===== src/rtl/snake_pkg.sv =====
// Shared encodings for the snake game controller: game states, directions,
// BCD digit type and small direction helpers.
package snake_pkg;

    localparam logic [1:0] ST_IDLE  = 2'b00;
    localparam logic [1:0] ST_PLAY  = 2'b01;
    localparam logic [1:0] ST_PAUSE = 2'b10;
    localparam logic [1:0] ST_OVER  = 2'b11;

    localparam logic [1:0] DIR_UP    = 2'b00;
    localparam logic [1:0] DIR_DOWN  = 2'b01;
    localparam logic [1:0] DIR_LEFT  = 2'b10;
    localparam logic [1:0] DIR_RIGHT = 2'b11;

    typedef logic [3:0] bcd_digit_t;
    localparam bcd_digit_t BCD_NINE = 4'd9;

    // Up/down and left/right differ only in bit 0 of the encoding.
    function automatic logic [1:0] dir_reverse(input logic [1:0] d);
        return {d[1], ~d[0]};
    endfunction

    function automatic logic move_valid(input logic [3:0] m);
        return (m != 4'd0) && ((m & (m - 4'd1)) == 4'd0);
    endfunction

    function automatic logic [1:0] move_to_dir(input logic [3:0] m);
        case (m)
            4'b1000: return DIR_UP;
            4'b0100: return DIR_DOWN;
            4'b0010: return DIR_LEFT;
            default: return DIR_RIGHT;
        endcase
    endfunction

endpackage


===== src/rtl/snake_score_bcd.sv =====
// Four-digit BCD incrementer with decimal carry that saturates at 9999.
module snake_score_bcd
    import snake_pkg::*;
(
    input  logic [15:0] score_i,
    output logic [15:0] score_o
);

    logic carry;

    // NOTE: blocking assignments with a default for every output at the top of
    // always_comb keep the ripple carry ordered and prevent latch inference.
    always_comb begin
        score_o = score_i;
        carry   = 1'b1;
        if (score_i != 16'h9999) begin
            for (int i = 0; i < 4; i++) begin
                if (carry) begin
                    if (bcd_digit_t'(score_i[4*i +: 4]) == BCD_NINE) begin
                        score_o[4*i +: 4] = 4'd0;
                    end else begin
                        score_o[4*i +: 4] = score_i[4*i +: 4] + 4'd1;
                        carry             = 1'b0;
                    end
                end
            end
        end
    end

endmodule


===== src/rtl/snake_game_ctrl.sv =====
// Snake game control FSM: step timing, direction commit, BCD scoring.
// Optional build macro SNAKE_SPEEDUP_EN shortens the step period per food eaten.
module snake_game_ctrl
    import snake_pkg::*;
#(
    parameter int STEP_CYCLES     = 5000000,
    parameter int MIN_STEP_CYCLES = 1000000,
    parameter int SPEEDUP_DELTA   = 250000
) (
    input  logic        clk,
    input  logic        rst,
    input  logic        start,
    input  logic [3:0]  move,
    input  logic        ate,
    input  logic        collide,
    output logic        step,
    output logic        clear,
    output logic [1:0]  dir,
    output logic [1:0]  state,
    output logic [15:0] score
);

    // Counter width covers every period value any parameter can produce.
    localparam int MAX_A = (STEP_CYCLES > MIN_STEP_CYCLES) ? STEP_CYCLES : MIN_STEP_CYCLES;
    localparam int MAX_C = (MAX_A > SPEEDUP_DELTA) ? MAX_A : SPEEDUP_DELTA;
    localparam int CW    = $clog2(MAX_C + 1);
    localparam logic [CW-1:0] PERIOD_INIT = CW'(STEP_CYCLES);

    logic [1:0]    state_q, state_d;
    logic          step_q, step_d;
    logic          clear_q, clear_d;
    logic [1:0]    dir_q, dir_d;
    logic [15:0]   score_q, score_d, score_inc;
    logic          pend_valid_q, pend_valid_d;
    logic [1:0]    pend_dir_q, pend_dir_d;
    logic [CW-1:0] cnt_q, cnt_d;
    logic [CW-1:0] wrap_at;
    logic [1:0]    move_dir;
    logic          move_ok;

`ifdef SNAKE_SPEEDUP_EN
    localparam logic [CW-1:0] MIN_PERIOD = CW'(MIN_STEP_CYCLES);
    localparam logic [CW-1:0] DELTA      = CW'(SPEEDUP_DELTA);

    // period_q is the target; live_q is what the counter runs against and only
    // picks up the target at a wrap so a period in progress is never cut short.
    logic [CW-1:0] period_q, period_d, live_q, live_d, period_dec;

    assign period_dec = ((period_q - MIN_PERIOD) >= DELTA) ? (period_q - DELTA) : MIN_PERIOD;
    assign wrap_at    = live_q - CW'(1);
`else
    assign wrap_at = PERIOD_INIT - CW'(1);
`endif

    assign move_dir = move_to_dir(move);
    assign move_ok  = move_valid(move) && (move_dir != dir_reverse(dir_q));

    snake_score_bcd u_score_bcd (
        .score_i (score_q),
        .score_o (score_inc)
    );

    always_comb begin
        state_d      = state_q;
        step_d       = 1'b0;
        clear_d      = 1'b0;
        dir_d        = dir_q;
        score_d      = score_q;
        pend_valid_d = pend_valid_q;
        pend_dir_d   = pend_dir_q;
        cnt_d        = cnt_q;
`ifdef SNAKE_SPEEDUP_EN
        period_d     = period_q;
        live_d       = live_q;
`endif
        case (state_q)
            ST_IDLE, ST_OVER: begin
                if (start) begin
                    state_d      = ST_PLAY;
                    clear_d      = 1'b1;
                    score_d      = 16'h0000;
                    cnt_d        = '0;
                    pend_valid_d = 1'b0;
                    pend_dir_d   = DIR_UP;
                    dir_d        = DIR_RIGHT;
`ifdef SNAKE_SPEEDUP_EN
                    period_d     = PERIOD_INIT;
                    live_d       = PERIOD_INIT;
`endif
                end
            end
            ST_PLAY: begin
                // A collision overrides every other event in the same cycle.
                if (collide) begin
                    state_d = ST_OVER;
                end else begin
                    if (ate) begin
                        score_d  = score_inc;
`ifdef SNAKE_SPEEDUP_EN
                        period_d = period_dec;
`endif
                    end
                    if (move_ok) begin
                        pend_valid_d = 1'b1;
                        pend_dir_d   = move_dir;
                    end
                    if (cnt_q == wrap_at) begin
                        step_d = 1'b1;
                        cnt_d  = '0;
                        if (pend_valid_d) begin
                            dir_d = pend_dir_d;
                        end
                        pend_valid_d = 1'b0;
`ifdef SNAKE_SPEEDUP_EN
                        live_d = period_d;
`endif
                    end else begin
                        cnt_d = cnt_q + CW'(1);
                    end
                    if (start) begin
                        state_d = ST_PAUSE;
                    end
                end
            end
            ST_PAUSE: begin
                if (start) begin
                    state_d = ST_PLAY;
                end
            end
            default: state_d = ST_IDLE;
        endcase
    end

    always_ff @(posedge clk or posedge rst) begin
        if (rst) begin
            state_q      <= ST_IDLE;
            step_q       <= 1'b0;
            clear_q      <= 1'b0;
            dir_q        <= DIR_RIGHT;
            score_q      <= 16'h0000;
            pend_valid_q <= 1'b0;
            pend_dir_q   <= DIR_UP;
            cnt_q        <= '0;
`ifdef SNAKE_SPEEDUP_EN
            period_q     <= PERIOD_INIT;
            live_q       <= PERIOD_INIT;
`endif
        end else begin
            state_q      <= state_d;
            step_q       <= step_d;
            clear_q      <= clear_d;
            dir_q        <= dir_d;
            score_q      <= score_d;
            pend_valid_q <= pend_valid_d;
            pend_dir_q   <= pend_dir_d;
            cnt_q        <= cnt_d;
`ifdef SNAKE_SPEEDUP_EN
            period_q     <= period_d;
            live_q       <= live_d;
`endif
        end
    end

    assign step  = step_q;
    assign clear = clear_q;
    assign dir   = dir_q;
    assign state = state_q;
    assign score = score_q;

endmodule


===== config.mk =====
export PLATFORM = sky130hd
export DESIGN_NAME = snake_game_ctrl
export DESIGN_NICKNAME = d
export VERILOG_FILES = /design/src/rtl/snake_pkg.sv /design/src/rtl/snake_score_bcd.sv /design/src/rtl/snake_game_ctrl.sv
export SDC_FILE = /design/constraint.sdc
export NUM_CORES = 1
export LEC_CHECK = 0
export CORE_MARGIN = 2
export CORE_UTILIZATION = 50
export CTS_CLUSTER_SIZE = 14
export DETAILED_ROUTE_END_ITERATION = 8
export HOLD_SLACK_MARGIN = 0.12
export MAX_ROUTING_LAYER = met4
export PLACE_DENSITY_LB_ADDON = 0.2
export SLEW_MARGIN = 20
export SYNTH_ARGS = -nofsm -noshare
export SYNTH_HDL_FRONTEND = slang
export SYNTH_SLANG_ARGS = --single-unit

===== constraint.sdc =====
create_clock -name clk -period 2.3 [get_ports clk]
set_input_delay 0.46 -clock clk [delete_from_list [all_inputs] [get_ports clk]]
set_output_delay 0.46 -clock clk [all_outputs]
set_load 0.01 [all_outputs]

==> reports/results.ini <==
[floorplan]
die_w_microns=78.8
num_rows=27
start_util_pct=51.1
io_pins=31
core_sq_um=5470
dieArea_sq_um=6210
die_y_microns=78.8

[timing]
worst_pin_slew_ns=0.457
hold_slack_ns=0.477
finalHoldViolations=0
finClkSkew_ns=0.00652
max_freq_ghz=0.457
fin_crit_ns=2.19
period_share_pct=95.1
drv_slew=0
rsz0062_at_grt=yes
setup_violations=0
slew_headroom_pct=69.5
tns_ns=0

[yosys]
netlist_instances=310
synth_warnings=0
syn-num-nets=329
ys_types=51
yosysSeqAreaShare_pct=43.0
syn_area_per_cell_sq_um=9.03
ys_seq_elements=48
synthesis.area_sq_um=2800

[critical_path]
crit_slowest_cell=or3b_4
critical_path_class=reg2reg
cp.required_ns=2.52
startpoint_type=flip-flop
crit_path_max_fanout=5
cp-end-kind=flip-flop
cp_cell_sequence=inv_2 > ha_2 > mux2i_2 > a21o_1 > or3b_4 > or3_1 > o31ai_2
worstPathArrival_ns=2.41
cpPeakStageDelay_ns=0.42

[clocking]
clk_pin_slew_ns=0.09
cts.sink_count=48
htreeDepth=2
hold_buffers=0
cts_tree=done
worstSkewPairLatency_ns=0.30
ctsLongestPathBuffers=2
cts-root-buf=clkbuf_8
numCtsBuffers=5

[global_routing]
grt_overflow=0
grt_pass1_wl_microns=10600
grt_max_degree=29
grt_pass1_vias=2321
grt_antenna_before_repair=0
grt_usage_pct=21.9

[pwr]
total_power_w=0.00338
power_density_nw_per_um2=976
p_leak_nw=1.46
vdd_drop_max_v=0.000635

[cells_and_area]
fill_cells=487
nNetsFinal=380
fin_util_pct=63.3
layout_commonest_cell=dfrtp_1
mostFrequentLayoutCells=dfrtp_1 (46), clkdlybuf4s50_1 (30), nand2_1 (27), buf_4 (27), o21ai_0 (26)
drive_above_1_share_pct=14.9
area_growth_pct=23.7
num_antenna_cells=0

[place]
routabilityCongestion=0.852
port_buffers=30
dp_hpwl_microns=4410

[routing]
first_iter_violations=136
routed_wl_microns=6030
ant_nets=0
wl_per_cell_microns=13.9
dr.pass1.iters=4
drc=0
vias_per_cell=5.62
vias=2437

[job]
drv_cap=0

[outcome]
status=completed

[min_path]
hp-class=in2async

==> cells in the mapped netlist (all sizes together) <==
cell | number | area, sq um
and2 | 5 | 31.3
buf | 4 | 25.0
o31ai | 11 | 87.6
a21boi | 1 | 7.51
dfrtp | 46 | 1150
and4 | 4 | 35.0
xnor2 | 1 | 8.76
nand3 | 15 | 87.6
nand2b | 7 | 43.8
o21bai | 2 | 15.0
o32a | 1 | 10.0
nand2 | 27 | 101
or3 | 3 | 18.8
nand4 | 10 | 62.6
a21oi | 8 | 40.0
o21ai | 48 | 240
nor2b | 3 | 18.8
nor3b | 2 | 15.0
nor2 | 21 | 78.8
a2bb2oi | 2 | 17.5
a31o | 2 | 17.5
a22o | 1 | 8.76
nor4 | 4 | 40.0
or3b | 1 | 8.76
inv | 10 | 37.5
o41ai | 1 | 16.3
ha | 10 | 125
mux2i | 2 | 20.0
and3 | 6 | 38.8
or2 | 6 | 37.5
a21o | 3 | 22.5
xor2 | 9 | 78.8
a31oi | 5 | 31.3
nor4b | 3 | 32.5
nand3b | 4 | 30.0
a211o | 1 | 8.76
nor3 | 5 | 25.0
nand4b | 1 | 8.76
clkbuf | 10 | 37.5
dfstp | 2 | 52.6
a22oi | 2 | 15.0
nor4bb | 1 | 10.0
==> critical path: cells and delay by family (launching register included) <==
| family | cells | cell delay (ns) |
|---|---|---|
| and+or+nand+nor | 2 | 0.79 |
| AOI/OAI and AO/OA | 2 | 0.40 |
| adders and majority gates | 1 | 0.28 |
| DFF | 1 | 0.41 |
| buffers and inverters | 1 | 0.06 |
| muxes | 1 | 0.17 |
==> path summary, 6_finish.rpt <==
kind,from,endpoint,slack [ns],cells after the start
setup reg to reg,state[1]$_DFFE_PP0P_,score[10]$_DFFE_PP0P_,0.11,7
min in group clk,cnt_q[11]$_DFFE_PP0P_,cnt_q[11]$_DFFE_PP0P_,0.48,1
hold / removal,rst,score[15]$_DFFE_PP0P_,0.48,2
max in group asynchronous,rst,cnt_q[7]$_DFFE_PP0P_,1.32,3
setup / recovery,state[1]$_DFFE_PP0P_,score[10]$_DFFE_PP0P_,0.11,7
hold reg to reg,cnt_q[11]$_DFFE_PP0P_,cnt_q[11]$_DFFE_PP0P_,0.48,1
==> per-stage QoR <==
step	instances	worst slack [ns]	instance area, sq um
after detailed placement	425	-0.0772	3340
after floorplan	310	0.0806	2800
after CTS	433	0.0716	3440
after global routing	434	-0.00277	3460
after global placement	425	-0.00255	3340
final	434	0.112	3460
==> state kept, by name, summed over array words and instances (netlist names) <==
| signal | flops |
|---|---|
| pend_valid_q | 1 |
| step | 1 |
| cnt_q | 23 |
| dir | 2 |
| pend_dir_q | 2 |
| clear | 1 |
| score | 16 |
| state | 2 |
==> power by group <==
group	internal (W)	switching [W]
sequential	0.000984	0.000146
combinational	0.000843	0.000884
clock	0.000243	0.000280
==> timing repair <==
action                     4_1_cts  5_1_grt
setup endpoints to repair        0        7
buffers inserted                 0        1
resized for setup                0        6
==> cells by family (layout without fill, tap and decap cells) <==
kind of cell / after synthesis / after routing / synth area share [%]
adders and majority gates: 10 / 10 / 4.47
and+or+nand+nor: 128 / 128 / 25.9
muxes: 2 / 2 / 0.715
buffers and inverters: 24 / 76 / 3.58
xor gates and xnor gates: 10 / 10 / 3.13
AOI/OAI and AO/OA: 88 / 88 / 19.2
DFF: 48 / 48 / 43.0
==> per-layer routing <==
layer | vias to the layer above | global-route usage (%) | share of wire [%]
met5 | - | - | 0
met1 | 1168 | 29.9 | 49
met4 | 0 | 6.21 | 0.86
met2 | 41 | 33.8 | 47
met3 | 4 | 3.98 | 3.3
li1 | 1224 | - | -
==> layout make-up <==
type                    count  area [sq um]  area share (%)
clock inverters             2          15.0           0.434
flip-flops and latches     48          1200            34.8
repair buffers             58           523            15.1
clock buffers               6          82.6            2.38
well taps                  72          90.1            2.60
inverters                  10          37.5            1.08
multi-input cells         238          1510            43.6
Note: power is estimated with default switching activity, not from simulation.
